`src/rtl/fetch_queue_unit_if.sv`:
```
// rtl/fetch_queue_unit_if.sv - instruction RAM, fetch-to-execute and redirect signal bundle
interface fetch_queue_unit_if #(
    parameter int PC_W   = 12,
    parameter int INST_W = 32
);
    logic              imem_en;
    logic [PC_W-1:0]   imem_addr;
    logic [INST_W-1:0] imem_rdata;
    logic              inst_valid;
    logic              inst_ready;
    logic [INST_W-1:0] inst_data;
    logic [PC_W-1:0]   inst_pc;
    logic              redirect_valid;
    logic [PC_W-1:0]   redirect_pc;

    modport master (
        output imem_en, imem_addr, inst_valid, inst_data, inst_pc,
        input  imem_rdata, inst_ready, redirect_valid, redirect_pc
    );

    modport slave (
        input  imem_en, imem_addr, inst_valid, inst_data, inst_pc,
        output imem_rdata, inst_ready, redirect_valid, redirect_pc
    );
endinterface

```
`src/rtl/fetch_queue_unit.sv`:
```
// rtl/fetch_queue_unit.sv - PC generation, instruction RAM reads and prefetch queue with redirect flush
module fetch_queue_unit #(
    parameter int PC_W     = 12,
    parameter int INST_W   = 32,
    parameter int QDEPTH   = 4,
    parameter int RESET_PC = 0,
    parameter int PC_LIMIT = 2**PC_W - 1
) (
    input  logic                       clk,
    input  logic                       rst_n,
    fetch_queue_unit_if.master         bus,
    output logic                       halted,
    output logic [$clog2(QDEPTH):0]    q_count
);
    localparam int AW = $clog2(QDEPTH);
    localparam int CW = AW + 1;
    localparam logic [PC_W:0]   LIMIT   = (PC_W+1)'(PC_LIMIT);
    localparam logic [PC_W-1:0] RST_PC  = PC_W'(RESET_PC);
    localparam logic [CW:0]     DEPTH_W = (CW+1)'(QDEPTH);

    logic [PC_W-1:0]   pc_q;
    logic [PC_W-1:0]   inflight_pc;
    logic              inflight;
    logic              inflight_epoch;
    logic              epoch;
    logic [INST_W-1:0] q_data [QDEPTH];
    logic [PC_W-1:0]   q_pc   [QDEPTH];
    logic [AW-1:0]     rd_ptr;
    logic [AW-1:0]     wr_ptr;
    logic [CW:0]       credit_used;
    logic              issue;
    logic              enq;
    logic              deq;

    // Fetch suspends once the PC runs past the last fetchable address.
    assign halted = ({1'b0, pc_q} > LIMIT);

    // Queued entries plus the outstanding read must leave room; a same-cycle pop frees nothing yet.
    assign credit_used = {1'b0, q_count} + {{CW{1'b0}}, inflight};
    assign issue       = rst_n && !bus.redirect_valid && !halted && (credit_used < DEPTH_W);

    assign bus.imem_en   = issue;
    assign bus.imem_addr = pc_q;

    // Responses from an older epoch belong to a discarded path.
    assign enq = inflight && (inflight_epoch == epoch);
    assign deq = bus.inst_valid && bus.inst_ready;

    assign bus.inst_valid = (q_count != '0);
    assign bus.inst_data  = q_data[rd_ptr];
    assign bus.inst_pc    = q_pc[rd_ptr];

    // Queue storage: written at the tail when a live response returns.
    always_ff @(posedge clk) begin
        if (rst_n && !bus.redirect_valid && enq) begin
            q_data[wr_ptr] <= bus.imem_rdata;
            q_pc[wr_ptr]   <= inflight_pc;
        end
    end

    // PC, in-flight read tracking, epoch and queue pointers/occupancy.
    always_ff @(posedge clk) begin
        if (!rst_n) begin
            pc_q           <= RST_PC;
            inflight_pc    <= RST_PC;
            inflight       <= 1'b0;
            inflight_epoch <= 1'b0;
            epoch          <= 1'b0;
            rd_ptr         <= '0;
            wr_ptr         <= '0;
            q_count        <= '0;
        end else if (bus.redirect_valid) begin
            pc_q     <= bus.redirect_pc;
            inflight <= 1'b0;
            epoch    <= ~epoch;
            rd_ptr   <= '0;
            wr_ptr   <= '0;
            q_count  <= '0;
        end else begin
            inflight <= issue;
            if (issue) begin
                pc_q           <= pc_q + 1'b1;
                inflight_pc    <= pc_q;
                inflight_epoch <= epoch;
            end
            if (enq) begin
                wr_ptr <= wr_ptr + 1'b1;
            end
            if (deq) begin
                rd_ptr <= rd_ptr + 1'b1;
            end
            case ({enq, deq})
                2'b10:   q_count <= q_count + 1'b1;
                2'b01:   q_count <= q_count - 1'b1;
                default: q_count <= q_count;
            endcase
        end
    end
endmodule

```
`src/flat_wrapper.sv`:
```
// flat-port wrapper written by rule: the top's interface ports become plain ports
module fetch_queue_unit_flat 
#(
    parameter int PC_W     = 12,
    parameter int INST_W   = 32,
    parameter int QDEPTH   = 4,
    parameter int RESET_PC = 0,
    parameter int PC_LIMIT = 2**PC_W - 1
)
  (clk, rst_n, halted, q_count, bus_imem_en, bus_imem_addr, bus_inst_valid, bus_inst_data, bus_inst_pc, bus_imem_rdata, bus_inst_ready, bus_redirect_valid, bus_redirect_pc);
  fetch_queue_unit_if #(.PC_W(PC_W), .INST_W(INST_W)) bus_i ();
  input  logic clk;
  input  logic rst_n;
  output logic halted;
  output logic [$clog2(QDEPTH):0] q_count;
  output wire logic [$bits(bus_i.imem_en)-1:0] bus_imem_en;
  output wire logic [$bits(bus_i.imem_addr)-1:0] bus_imem_addr;
  output wire logic [$bits(bus_i.inst_valid)-1:0] bus_inst_valid;
  output wire logic [$bits(bus_i.inst_data)-1:0] bus_inst_data;
  output wire logic [$bits(bus_i.inst_pc)-1:0] bus_inst_pc;
  input wire logic [$bits(bus_i.imem_rdata)-1:0] bus_imem_rdata;
  input wire logic [$bits(bus_i.inst_ready)-1:0] bus_inst_ready;
  input wire logic [$bits(bus_i.redirect_valid)-1:0] bus_redirect_valid;
  input wire logic [$bits(bus_i.redirect_pc)-1:0] bus_redirect_pc;
  assign bus_imem_en = bus_i.imem_en;
  assign bus_imem_addr = bus_i.imem_addr;
  assign bus_inst_valid = bus_i.inst_valid;
  assign bus_inst_data = bus_i.inst_data;
  assign bus_inst_pc = bus_i.inst_pc;
  assign bus_i.imem_rdata = bus_imem_rdata;
  assign bus_i.inst_ready = bus_inst_ready;
  assign bus_i.redirect_valid = bus_redirect_valid;
  assign bus_i.redirect_pc = bus_redirect_pc;
  fetch_queue_unit #(.PC_W(PC_W), .INST_W(INST_W), .QDEPTH(QDEPTH), .RESET_PC(RESET_PC), .PC_LIMIT(PC_LIMIT)) u_core (.clk(clk), .rst_n(rst_n), .bus(bus_i), .halted(halted), .q_count(q_count));
endmodule
```
`config.mk`:
```
export PLATFORM = sky130hd
export DESIGN_NAME = fetch_queue_unit_flat
export DESIGN_NICKNAME = d
export VERILOG_FILES = /design/src/rtl/fetch_queue_unit_if.sv /design/src/rtl/fetch_queue_unit.sv /design/src/flat_wrapper.sv
export SDC_FILE = /design/constraint.sdc
export NUM_CORES = 1
export LEC_CHECK = 0
export CORE_ASPECT_RATIO = 1.4
export CORE_MARGIN = 4
export CORE_UTILIZATION = 45
export DETAILED_ROUTE_END_ITERATION = 8
export GPL_ROUTABILITY_DRIVEN = 0
export GPL_TIMING_DRIVEN = 0
export PLACE_DENSITY = 0.68
export SLEW_MARGIN = 25
export SYNTH_ARGS = -nofsm -noshare
export SYNTH_HDL_FRONTEND = slang
export SYNTH_SLANG_ARGS = --single-unit
```
`constraint.sdc`:
```
create_clock -name clk -period 3.4 [get_ports clk]
set_input_delay 0.68 -clock clk [delete_from_list [all_inputs] [get_ports clk]]
set_output_delay 0.68 -clock clk [all_outputs]
set_load 0.005 [all_outputs]
```
==> flow_summary.json <==
{
  "status": "finished clean",
  "grt_max_degree": 27,
  "syn2layout_area_growth_pct": 26.8,
  "cp-start-kind": "flip-flop",
  "drive_gt1_frac": 0.180,
  "cts_buffers": 20,
  "routed-via-count": 4270,
  "worst_slack_ps": 235,
  "cp_max_fo": 10,
  "clk_pin_slew_worst_paths_ps": 60,
  "reg2reg_to": "u_core.q_count[2]",
  "critical_path_buf_inv_count": 2,
  "period_minus_slack_ps": 3170,
  "syn_nets": 485,
  "max_cap_viol_count": 0,
  "postRouteAntennaNets": 0,
  "ys_top_cells_by_count": "edfxtp_1, mux4_2, dfxtp_1, nand2_1, a21oi_1",
  "powerDensity_nw_per_um2": 518,
  "synthTopCellsByArea": "edfxtp_1, mux4_2, dfxtp_1",
  "htreeDepth": 1,
  "async_flop_share": 0,
  "seq_power_share": 0.543,
  "drt_iter0_drc": 243,
  "required_ps": 2720,
  "synth_edf_count": 176,
  "p_int_mw": 4.23,
  "synth_top_area_frac": 0.660,
  "switchingPower_mw": 1.03,
  "core_area_um2": 17400,
  "overflow": 0,
  "dieArea_um2": 20000,
  "pwr-share-comb": 0.043,
  "fin_setup_tns_ps": 0,
  "synth.most_common_cell": "edfxtp_1",
  "min_to": "u_core.inflight_epoch",
  "clk_path_buf_depth": 3,
  "hpwl_mm": 9.75,
  "worst_ir_drop_vdd_v": 0.000261,
  "cp_cell_sequence": "clkbuf_4 -> mux4_2 -> clkdlybuf4s50_1",
  "grt_pass1_vias": 4654,
  "die_h_um": 166,
  "yosysSeqAreaShare": 0.750,
  "cts_tree": "built",
  "worst-endpoint-arrival_ps": 2490,
  "synthCells": 430,
  "finalCritPeriodShare": 0.931,
  "layout.nets": 618,
  "p_sw_frac": 0.196,
  "p_leak_nw": 3.31,
  "yosysWarningCount": 0,
  "drcViolationCount": 0,
  "skew_ps": 5.36,
  "clock_sinks": 212,
  "r2r-start": "u_core.q_count[2]",
  "synth-seq-cells": 212,
  "crit_slowest_cell": "dfxtp_1",
  "avgSynthCellArea_um2": 18.6,
  "ys.flop_type": "edfxtp_1",
  "critical_path.top_delay_family": "buffers and inverters",
  "die_w_um": 121,
  "rr_worst_depth": 7,
  "rsz0062_at_grt": "no",
  "antenna_found_initial": 0,
  "ys_types": 41,
  "start_util": 0.460,
  "cts-root-buf": "clkbuf_16",
  "rows": 57,
  "io_buffer_count": 107,
  "critPathKind": "reg2out",
  "hold_path_startpoint": "u_core.inflight_epoch",
  "ios": 110,
  "grt_pass1_wl_mm": 24.1,
  "wl_per_cell_um": 18.6,
  "wl_mm": 15.1,
  "syn_area_um2": 8010,
  "hold_class": "reg2reg",
  "post-place-ws_ps": -205,
  "min_delay_path_depth": 2,
  "yosysTopAreaCell": "edfxtp_1",
  "drtPass1Iterations": 4,
  "crit_path_max_incr_delay_ps": 600,
  "grt_usage": 0.152,
  "diodes": 0,
  "finalSetupViolations": 0,
  "crit_path_end_kind": "output pin",
  "fmax_ghz": 0.316,
  "insertion_delay_ps": 480,
  "drv_slew": 0,
  "regToRegSetupSlack_ps": 1290,
  "vias_per_cell": 5.25,
  "hold_viol_final": 0,
  "p_clk_frac": 0.413
}
==> power groups by stage <==
| stage | clock network [mW] | registers (mW) | logic, mW |
|---|---|---|---|
| 2_1_floorplan | 0 | 2.91 | 0.0879 |
| 3_3_place_gp | 0 | 2.91 | 0.220 |
| 3_5_place_dp | 0 | 2.91 | 0.228 |
| 4_1_cts | 2.23 | 2.86 | 0.231 |
| 5_1_grt | 2.35 | 2.86 | 0.248 |
| 6_report | 2.17 | 2.86 | 0.229 |
==> state kept, by name, summed over array words and instances, names as in the netlist, named ones only <==
signal / cells
u_core.q_data: 128
u_core.rd_ptr: 2
u_core.inflight_pc: 12
u_core.wr_ptr: 2
u_core.q_count: 3
u_core.bus.imem_addr: 12
u_core.inflight_epoch: 1
u_core.epoch: 1
u_core.q_pc: 48
u_core.inflight: 1
==> layer usage <==
metal,vias up,wire length [um],track usage
met4,0,312,0.0439
met3,25,874,0.0324
met5,-,0,0
met2,141,8050,0.274
li1,1984,-,-
met1,2120,5860,0.183
==> tightest hold or removal path, delay by kind of cell (launching register included) <==
family	cells	cell delay, ps
DFF	1	320
and+or+nand+nor	1	60
AOI/OAI and AO/OA	1	60
==> placed cells by master, fill, tap and decap left out, drive strengths merged, types with 4 or more instances in the layout <==
cell	synthesis	routed
buf	9	11
nor2	10	10
inv	13	14
nand4	5	5
clkbuf	9	37
dfxtp	36	36
and2	4	4
mux4	44	44
a31oi	4	4
a21oi	23	23
nand3	7	7
edfxtp	176	176
ha	6	6
and3	4	4
o21ai	4	4
clkinv	0	6
nand2	37	37
clkdlybuf4s50	0	106
nor4	5	5
xnor2	4	4
==> timing repair <==
action                                  CTS  global route
buffers inserted                          1             0
endpoints found under the setup margin   41            41
hold buffers                              0             0
hold endpoints to repair                  0             0
resized for setup                         3            12
==> metrics by stage <==
step	instances	area, um2	utilization	hold slack [ps]	power (mW)
3_3_place_gp	773	9370	0.539	459	3.13
4_1_cts	813	10100	0.583	494	5.32
3_5_place_dp	777	9460	0.544	484	3.14
5_1_grt	813	10200	0.584	529	5.46
6_report	813	10200	0.584	492	5.26
2_1_floorplan	430	8010	-	449	3.00
==> layout make-up <==
type                       instances  area (um2)
clock inverter                    10        58.8
clock buffer                      26         607
multi-input combinational        187        1880
sequential                       212        6010
timing repair buffer             112        1160
fill                            1343        7250
buffer                            17         100
inverter                          13        52.6
tap                              236         295
==> worst max-delay path by stage <==
stage	slack, ps	from	endpoint	cells past startpoint
after floorplan	610	bus_redirect_valid	u_core.q_data[0][0]	5
after global placement	-660	rst_n	u_core.q_data[0][6]	4
after detailed placement	-200	rst_n	bus_imem_en	7
after CTS	7	flip-flop	bus_inst_data[14]	4
after global routing	40	flip-flop	bus_inst_data[29]	3
final	230	flip-flop	bus_inst_data[29]	3
==> cells by family (layout without fill, tap and decap cells) <==
logic type               after synthesis  in the layout  share of synthesized area
buffers and inverters                 31            178                     0.0169
XOR/XNOR                               7              7                    0.00766
AO/OA/AOI/OAI                         41             41                     0.0316
multiplexers                          48             48                      0.129
adder cells (fa/ha/maj)                7              7                     0.0119
flip-flops                           212            212                      0.750
other                                  1              1                   0.000468
AND/OR/NAND/NOR                       83             83                     0.0525
Power figures use the tool's default switching activity.
